===== config.mk =====
export PLATFORM = sky130hd
export DESIGN_NAME = uart_rx_fifo
export DESIGN_NICKNAME = d
export VERILOG_FILES = /design/src/rtl/uart_pkg.sv /design/src/rtl/uart_rx_fifo_buf.sv /design/src/rtl/uart_rx_fifo.sv
export SDC_FILE = /design/constraint.sdc
export NUM_CORES = 1
export LEC_CHECK = 0
export CORE_UTILIZATION = 59
export CTS_CLUSTER_DIAMETER = 120
export DETAILED_ROUTE_END_ITERATION = 10
export PLACE_DENSITY_LB_ADDON = 0.15
export REMOVE_ABC_BUFFERS = 1
export SYNTH_ARGS = -nofsm -noshare
export SYNTH_HDL_FRONTEND = slang
export SYNTH_HIERARCHICAL = 1
export SYNTH_SLANG_ARGS = --single-unit

===== constraint.sdc =====
create_clock -name clk -period 7.96 [get_ports clk]
set_input_delay 0.796 -clock clk [delete_from_list [all_inputs] [get_ports clk]]
set_output_delay 0.796 -clock clk [all_outputs]
set_load 0.01 [all_outputs]

===== src/rtl/uart_pkg.sv =====
// Shared types and constants for the UART receive path and its frame FIFO.
package uart_pkg;

  typedef enum logic [2:0] {
    IDLE,
    START,
    DATA,
    PARITY,
    STOP
  } rx_state_e;

  localparam int ENTRY_W      = 11;
  localparam int ENT_DATA_LSB = 0;
  localparam int ENT_DATA_MSB = 7;
  localparam int ENT_PERR     = 8;
  localparam int ENT_FERR     = 9;
  localparam int ENT_BRK      = 10;

  localparam logic PAR_EVEN = 1'b0;
  localparam logic PAR_ODD  = 1'b1;

endpackage


===== src/rtl/uart_rx_fifo_buf.sv =====
// Synchronous FIFO; full/empty come from pointers carrying one extra wrap bit.
module uart_rx_fifo_buf #(
  parameter int WIDTH = 11,
  parameter int DEPTH = 8
) (
  input  logic                     clk,
  input  logic                     reset,
  input  logic                     push,
  input  logic                     pop,
  input  logic [WIDTH-1:0]         wdata,
  output logic [WIDTH-1:0]         rdata,
  output logic                     full,
  output logic                     empty,
  output logic [$clog2(DEPTH):0]   count
);
  localparam int AW = $clog2(DEPTH);

  logic [AW:0]      wptr_q, rptr_q;
  logic [WIDTH-1:0] mem_q [DEPTH];
  logic             do_push, do_pop;

  assign empty = (wptr_q == rptr_q);
  assign full  = (wptr_q[AW] != rptr_q[AW]) && (wptr_q[AW-1:0] == rptr_q[AW-1:0]);
  assign count = wptr_q - rptr_q;
  assign rdata = mem_q[rptr_q[AW-1:0]];

  // A push into a full FIFO only lands if the head leaves on the same edge.
  assign do_pop  = pop & ~empty;
  assign do_push = push & (~full | do_pop);

  always_ff @(posedge clk or posedge reset) begin
    if (reset) begin
      wptr_q <= '0;
      rptr_q <= '0;
    end else begin
      if (do_push) wptr_q <= wptr_q + 1'b1;
      if (do_pop)  rptr_q <= rptr_q + 1'b1;
    end
  end

  always_ff @(posedge clk) begin
    if (do_push) mem_q[wptr_q[AW-1:0]] <= wdata;
  end

endmodule


===== src/rtl/uart_rx_fifo.sv =====
// Oversampling UART receiver with parity/framing/break capture feeding a frame FIFO.
module uart_rx_fifo
  import uart_pkg::*;
#(
  parameter int OVERSAMPLE = 16,
  parameter int FIFO_DEPTH = 8,
  parameter int DIV_W      = 16
) (
  input  logic                          clk,
  input  logic                          reset,
  input  logic                          sdi,
  input  logic [DIV_W-1:0]              baud_div,
  input  logic                          bit8,
  input  logic                          pen,
  input  logic                          ohel,
  input  logic                          read,
  output logic [7:0]                    rx_data,
  output logic                          rxrdy,
  output logic                          perr,
  output logic                          ferr,
  output logic                          brk,
  output logic                          ovf,
  output logic [$clog2(FIFO_DEPTH):0]   fifo_count
);
  localparam int            CW      = $clog2(OVERSAMPLE);
  localparam logic [CW-1:0] HALF_M1 = CW'(OVERSAMPLE / 2 - 1);
  localparam logic [CW-1:0] FULL_M1 = CW'(OVERSAMPLE - 1);

  logic             s1_q, s2_q, s3_q, fall;
  logic [DIV_W-1:0] tick_cnt_q, reload;
  logic             tick;
  rx_state_e        state_q, state_d;
  logic [CW-1:0]    os_cnt_q, os_cnt_d;
  logic [2:0]       bit_idx_q, bit_idx_d;
  logic [7:0]       data_q, data_d;
  logic             par_q, par_d;
  logic             bit8_q, bit8_d, pen_q, pen_d, ohel_q, ohel_d;
  logic             push, pop, full, empty, overflow;
  logic             perr_f, ferr_f, brk_f;
  logic [ENTRY_W-1:0] entry, head;

  assign fall   = s3_q & ~s2_q;
  assign reload = (baud_div == '0) ? '0 : baud_div - DIV_W'(1);
  assign tick   = (tick_cnt_q == '0);

  always_ff @(posedge clk or posedge reset) begin
    if (reset) begin
      s1_q       <= 1'b1;
      s2_q       <= 1'b1;
      s3_q       <= 1'b1;
      tick_cnt_q <= '0;
      state_q    <= IDLE;
      os_cnt_q   <= '0;
      bit_idx_q  <= '0;
      ovf        <= 1'b0;
    end else begin
      s1_q       <= sdi;
      s2_q       <= s1_q;
      s3_q       <= s2_q;
      tick_cnt_q <= tick ? reload : tick_cnt_q - DIV_W'(1);
      state_q    <= state_d;
      os_cnt_q   <= os_cnt_d;
      bit_idx_q  <= bit_idx_d;
      if (overflow)  ovf <= 1'b1;
      else if (read) ovf <= 1'b0;
    end
  end

  always_ff @(posedge clk) begin
    data_q <= data_d;
    par_q  <= par_d;
    bit8_q <= bit8_d;
    pen_q  <= pen_d;
    ohel_q <= ohel_d;
  end

  always_comb begin
    state_d   = state_q;
    os_cnt_d  = os_cnt_q;
    bit_idx_d = bit_idx_q;
    data_d    = data_q;
    par_d     = par_q;
    bit8_d    = bit8_q;
    pen_d     = pen_q;
    ohel_d    = ohel_q;
    push      = 1'b0;
    case (state_q)
      IDLE: begin
        if (fall) begin
          state_d   = START;
          os_cnt_d  = '0;
          bit_idx_d = '0;
          data_d    = '0;
          par_d     = 1'b0;
          bit8_d    = bit8;
          pen_d     = pen;
          ohel_d    = ohel;
        end
      end
      START: begin
        if (tick) begin
          if (os_cnt_q == HALF_M1) begin
            os_cnt_d = '0;
            state_d  = s2_q ? IDLE : DATA;
          end else begin
            os_cnt_d = os_cnt_q + CW'(1);
          end
        end
      end
      DATA: begin
        if (tick) begin
          if (os_cnt_q == FULL_M1) begin
            os_cnt_d          = '0;
            data_d[bit_idx_q] = s2_q;
            if (bit_idx_q == (bit8_q ? 3'd7 : 3'd6)) state_d = pen_q ? PARITY : STOP;
            else                                      bit_idx_d = bit_idx_q + 3'd1;
          end else begin
            os_cnt_d = os_cnt_q + CW'(1);
          end
        end
      end
      PARITY: begin
        if (tick) begin
          if (os_cnt_q == FULL_M1) begin
            os_cnt_d = '0;
            par_d    = s2_q;
            state_d  = STOP;
          end else begin
            os_cnt_d = os_cnt_q + CW'(1);
          end
        end
      end
      STOP: begin
        if (tick) begin
          if (os_cnt_q == FULL_M1) begin
            os_cnt_d = '0;
            push     = 1'b1;
            state_d  = IDLE;
          end else begin
            os_cnt_d = os_cnt_q + CW'(1);
          end
        end
      end
      default: state_d = IDLE;
    endcase
  end

  // Flags are evaluated on the stop-sample cycle, where s2_q is the stop bit.
  assign perr_f = pen_q & (^data_q ^ par_q ^ (ohel_q == PAR_ODD));
  assign ferr_f = ~s2_q;
  assign brk_f  = (data_q == 8'h00) & ~(pen_q & par_q) & ~s2_q;
  assign entry  = {brk_f, ferr_f, perr_f, data_q};

  assign pop      = read & ~empty;
  assign overflow = push & full & ~pop;

  uart_rx_fifo_buf #(
    .WIDTH (ENTRY_W),
    .DEPTH (FIFO_DEPTH)
  ) u_buf (
    .clk   (clk),
    .reset (reset),
    .push  (push),
    .pop   (pop),
    .wdata (entry),
    .rdata (head),
    .full  (full),
    .empty (empty),
    .count (fifo_count)
  );

  assign rxrdy   = ~empty;
  assign rx_data = empty ? 8'h00 : head[ENT_DATA_MSB:ENT_DATA_LSB];
  assign perr    = ~empty & head[ENT_PERR];
  assign ferr    = ~empty & head[ENT_FERR];
  assign brk     = ~empty & head[ENT_BRK];

endmodule


After elaboration in Yosys (flattened, before gate mapping). Memory sizes are Yosys's and may differ from the RTL's. Index checks and enable logic that the tools add are counted. Widths: inputs -> output; s select.

Register bits: 50. RAM bits: 88. Input port bits: 23. Output and inout bits: 17. Logic and storage cells: 132. Memories kept: 1.

Add/sub/neg operators: 7. Order comparisons: 2. Equal/unequal tests: 22. Mux-type cells: 46. Bitwise gates (word level): 21. Reduce and logical (&&, ||, !) cells: 18.

Memory list: u_buf.mem_q (depth 8, bits a word 11, read ports 1, clocked after memory_dff 0, wr ports 1, line uart_rx_fifo_buf.sv:19) `logic [WIDTH-1:0] mem_q [DEPTH];`.

Operator list (count): $mux 3 (15); $logic_not 16->1 (2); $mux 16 (2); $mux 8 (4); $sub 16x1->16 const B (2); $ne 2x2->1 const B (11); $mux 4 (5); $pmux 8 s2 (1); $pmux 3 s5 (1); $and 1x1->1 (13); $add 4x1->4 const B (3); $mux 1 (12); $pmux 4 s3 (1); $reduce_and 4->1 (3); $reduce_and 10->1 (1); $bwmux 8 (1); $logic_not 8->1 (1); $reduce_xor 8->1 (1); $eq 3x2->1 const B (2); $eq 3x3->1 (2); $pmux 3 s2 (1); $reduce_bool 2->1 (3); $not 1->1 (5); $reduce_and 5->1 (1); 21 further kinds (23).

Logic depth before layout (Yosys ltp).
Word-level depth: 8. Depth in mapped cells: 11. Mapped depth without buffers: 9.

Modules after synthesis. Netlist, hierarchy kept.

By module, submodules not included: uart_rx_fifo_buf (times used 1, cells each 212, area an instance 3882.5 um^2, sequential area each 2842.7 um^2); uart_rx_fifo (times used 1, cells each 309, area an instance 2791.4 um^2, sequential area each 1114.8 um^2).

Worst setup path after synthesis. OpenSTA, ideal clock, no wires.

Kind: reg-to-reg. From: reg u_buf.rptr_q[1]. To: mem u_buf.mem_q[2][0], enable pin. Library setup time: 408 ps. Arrival time: 3187 ps. Data required time: 7552 ps. Slack: 4365 ps. Cell stages (with the launch flop): 11. Buffers on the path: 2. Clock period less this slack: 3595 ps. Path through: dfrtp_1 clkbuf_1 buf_2 inv_1 ha_1 nand3_1 nand2b_1 inv_1 nor2b_1 nor3_1 nor4_1.

Longest elaborated chain between the ends: 8. Elaborated cells on any way between the ends: 11. Those cells by class: 2 x eq/ne; 2 x mux; 6 x bitwise; 1 x reduce/logical.

Ends and longest elaborated chain: start, declared (line uart_rx_fifo_buf.sv:18) `logic [AW:0] wptr_q, rptr_q;`; start signal, assigned (line uart_rx_fifo_buf.sv:37) `if (do_pop) rptr_q <= rptr_q + 1'b1;`; $eq 4x4->1 (line uart_rx_fifo_buf.sv:22) `assign empty = (wptr_q == rptr_q);`; via empty (line uart_rx_fifo.sv:38) `logic push, pop, full, empty, overflow;`; $not 1->1 (line uart_rx_fifo.sv:154) `assign pop = read & ~empty;`; $and 1x1->1 (line uart_rx_fifo.sv:154); via pop (line uart_rx_fifo.sv:38); $and 1x1->1 (line uart_rx_fifo_buf.sv:28) `assign do_pop = pop & ~empty;`; $or 1x1->1 (line uart_rx_fifo_buf.sv:29) `assign do_push = push & (~full | do_pop);`; $and 1x1->1 (line uart_rx_fifo_buf.sv:29); $mux 1 (line uart_rx_fifo_buf.sv:42) `if (do_push) mem_q[wptr_q[AW-1:0]] <= wdata;`; $mux 1 (not written as such) (line uart_rx_fifo_buf.sv:42); end, declared (line uart_rx_fifo_buf.sv:19).

The timed path passes the listed nets, and every way through them passes these cells.

Worst setup path in the final report.
From: reg u_buf.rptr_q[1]. To: mem u_buf.mem_q[4][3], enable pin.

Same word-level chain as after synthesis.

==> results_dict.tcl <==
set metrics [dict create \
    ios 40 \
    port-buffer-count 39 \
    via_per_inst 6.01 \
    ys_ff_latch 138 \
    numCtsBuffers 17 \
    final_cell_mix "edfxtp_1, nand2_1, clkdlybuf4s50_1" \
    cts-root-buf "clkbuf_16" \
    period_share 0.553 \
    start_util 0.610 \
    maxSlewViolCount 0 \
    synth-simple-area-share 0.146 \
    antenna_found_initial 0 \
    hp-start "s1_q$_DFF_PP1_" \
    cp_top_family "simple AND/OR/NAND/NOR gates" \
    synth_compound_area_frac 0.0549 \
    first_global_vias 4259 \
    p_per_area_nw_per_um2 221 \
    syn_to_final_growth_pct 16.6 \
    num_vias 4294 \
    synth-xor-area-share 0.0562 \
    synth_cells 521 \
    timing.fmax_mhz 227 \
    power_frac_comb 0.061 \
    switching_share 0.228 \
    clockBufferDepth 2 \
    grt_max_degree 31 \
    synth-edff-count 100 \
    start_kind "flop" \
    avgSynthCellArea_um2 12.8 \
    r2r-end "u_buf/mem_q[4][3]$_DFFE_PP_" \
    yosys_warnings 6 \
    rsz0062_at_grt "no" \
    holdBufCountCts 0 \
    slew_headroom 0.0851 \
    post-route-min-period_ns 4.40 \
    grt_pass1_wl_um 22100 \
    grt-ovfl-total 0 \
    n_antenna_cell 0 \
    ys_types 57 \
    fin_skew_ns 0.00980 \
    setup_viol 0 \
    die_area_um2 11700 \
    switchingPower_uw 391 \
    endpoint_kind "flop" \
    r2r-start "u_buf/rptr_q[1]$_DFFE_PP0P_" \
    crit_top_cell "inv_1" \
    die_h_um 108 \
    hold_path_class "flop to flop" \
    clk_latency_ns 0.42 \
    ant_nets 0 \
    drtPass1Iterations 5 \
    post-cts-setup-buffer-count 0 \
    die_x_um 108 \
    yosysSeqAreaShare 0.593 \
    r2r_cells 8 \
    synth_top_family_by_area "simple AND/OR/NAND/NOR gates" \
    synth_mux_area_frac 0.0866 \
    ir_drop_mv 0.138 \
    cts_tree "yes" \
    tightest_slew_ns 1.36 \
    htreeDepth 4 \
    finalWirelength_um 13600 \
    path_buf_inv 2 \
    final_hold_viol_count 0 \
    worstSetupPathType "flop to flop" \
    max_cap_violations 0 \
    fin_nets 600 \
    cpMaxStageDelayCell "dfrtp_1" \
    postPlaceCellArea_um2 7180 \
    reg2reg_setup_slack_ns 3.56 \
    async_reset_ff_frac 0.275 \
    pwr-share-seq 0.475 \
    hold_path_depth 0 \
    post_cts_resized 0 \
    arrival_ns 4.43 \
    cpPeakStageDelay_ns 1.13 \
    pwr-share-clk 0.464 \
    gp_congestion 0.868 \
    track_usage 0.260 \
    required_ns 7.98 \
    intPower_uw 1330 \
    drt_iter0_drc 287 \
    core_um2 10900 \
    layout-drive-gt1-share 0.132 \
    min_to "s2_q$_DFF_PP1_" \
    wire_per_inst_um 19.1 \
    netlist_area_um2 6670 \
    dp_hpwl_um 9240 \
    cts.clk_slew.worst_paths_ns 0.06 \
    setup_tns_ns 0 \
    postLayoutCellArea_um2 7780 \
    layout_commonest_cell "edfxtp_1" \
    drc 0 \
    path_cells "inv_1, ha_1, nand3_1, nand2b_1, inv_1, nor2b_1, nor3_1, nor4_2" \
    synth_fa_ha_area_frac 0.0292 \
    synthFlopType "edfxtp_1" \
    p_leak_uw 0.00278 \
    rows 38 \
    critPathMaxFanout 27 \
    clkSinkCount 138 \
    status "finished, final reports clean" \
]
## through the flow
step | worst slack [ns] | util | power [µW] | std cells | hold WS, ns
finish | 3.56 | 0.711 | 1720 | 715 | 0.357
global route | 3.27 | 0.711 | 1770 | 715 | 0.363
CTS | 3.57 | 0.711 | 1720 | 715 | 0.358
detailed placement | 3.61 | 0.656 | 934 | 683 | 0.349
global placement | 3.82 | 0.656 | 927 | 683 | 0.346
floorplan | 3.90 | - | 892 | 497 | 0.345
## worst max-delay path by stage
stage	from	end	slack [ns]	cells after the start
final	u_buf/rptr_q[1]$_DFFE_PP0P_	u_buf/mem_q[4][3]$_DFFE_PP_	3.56	8
after global routing	u_buf/rptr_q[1]$_DFFE_PP0P_	u_buf/mem_q[4][6]$_DFFE_PP_	3.27	8
after CTS	u_buf/rptr_q[1]$_DFFE_PP0P_	u_buf/mem_q[4][10]$_DFFE_PP_	3.57	8
after detailed placement	u_buf/rptr_q[1]$_DFFE_PP0P_	u_buf/mem_q[4][10]$_DFFE_PP_	3.61	8
after global placement	u_buf/rptr_q[1]$_DFFE_PP0P_	u_buf/mem_q[4][0]$_DFFE_PP_	3.82	8
after floorplan	u_buf/rptr_q[0]$_DFFE_PP0P_	u_buf/mem_q[2][0]$_DFFE_PP_	3.90	7
## power groups by stage
| stage | logic, µW | clock network [µW] | registers [µW] |
|---|---|---|---|
| 2_1_floorplan | 70.7 | 0 | 821 |
| 3_3_place_gp | 98.8 | 0 | 829 |
| 3_5_place_dp | 104 | 0 | 830 |
| 4_1_cts | 105 | 803 | 816 |
| 5_1_grt | 116 | 834 | 818 |
| 6_report | 105 | 798 | 816 |
## worst register-to-register path: stages, from the launching register on
cell,delay [ns]
dfrtp_1,1.13
inv_1,0.14
ha_1,0.34
nand3_1,0.19
nand2b_1,0.20
inv_1,0.23
nor2b_1,0.45
nor3_1,0.21
nor4_2,1.12
## cell usage after synthesis (all sizes together), types with 14 or more instances
| cell | n | area (µm²) |
|---|---|---|
| nand2 | 60 | 230 |
| nand3 | 14 | 70.1 |
| nor2 | 38 | 143 |
| mux4 | 22 | 495 |
| o22ai | 14 | 87.6 |
| inv | 26 | 97.6 |
| dfrtp | 35 | 876 |
| ha | 14 | 175 |
| nor3 | 20 | 105 |
| nor2b | 17 | 106 |
| xnor2 | 30 | 270 |
| edfxtp | 100 | 3000 |
## flip-flops by register name, indices dropped and copies added (netlist names)
name          cells
u_buf/mem_q      88
u_buf/wptr_q      4
s1_q              1
bit8_q            1
u_buf/rptr_q      4
data_q            8
s2_q              1
os_cnt_q          4
state_q           3
tick_cnt_q       16
ovf               1
ohel_q            1
bit_idx_q         3
par_q             1
pen_q             1
s3_q              1
## cells by family (layout without fill, tap and decap cells)
kind of cell / count (synthesis) / in the layout
AO/OA/AOI/OAI: 55 / 55
XOR/XNOR: 42 / 42
adder cells (fa/ha/maj): 15 / 15
AND/OR/NAND/NOR: 191 / 191
flip-flops: 138 / 138
multiplexers: 30 / 30
buffers and inverters: 50 / 104
## area by class of cell
cell class / count / area, µm²
flip-flops and latches: 138 / 3960
well taps: 140 / 175
repair buffers: 46 / 443
clock inverters: 15 / 176
multi-input cells: 333 / 2500
inverters: 26 / 97.6
clock buffers: 17 / 425
fillers: 783 / 3160
## layer usage
layer,vias up,track usage,part of all wire
met2,128,0.454,0.52
met1,2146,0.321,0.42
met4,0,0.0859,0.014
li1,2004,-,-
met3,16,0.0561,0.046
met5,-,0,0
(Power assumes the default switching activity.)
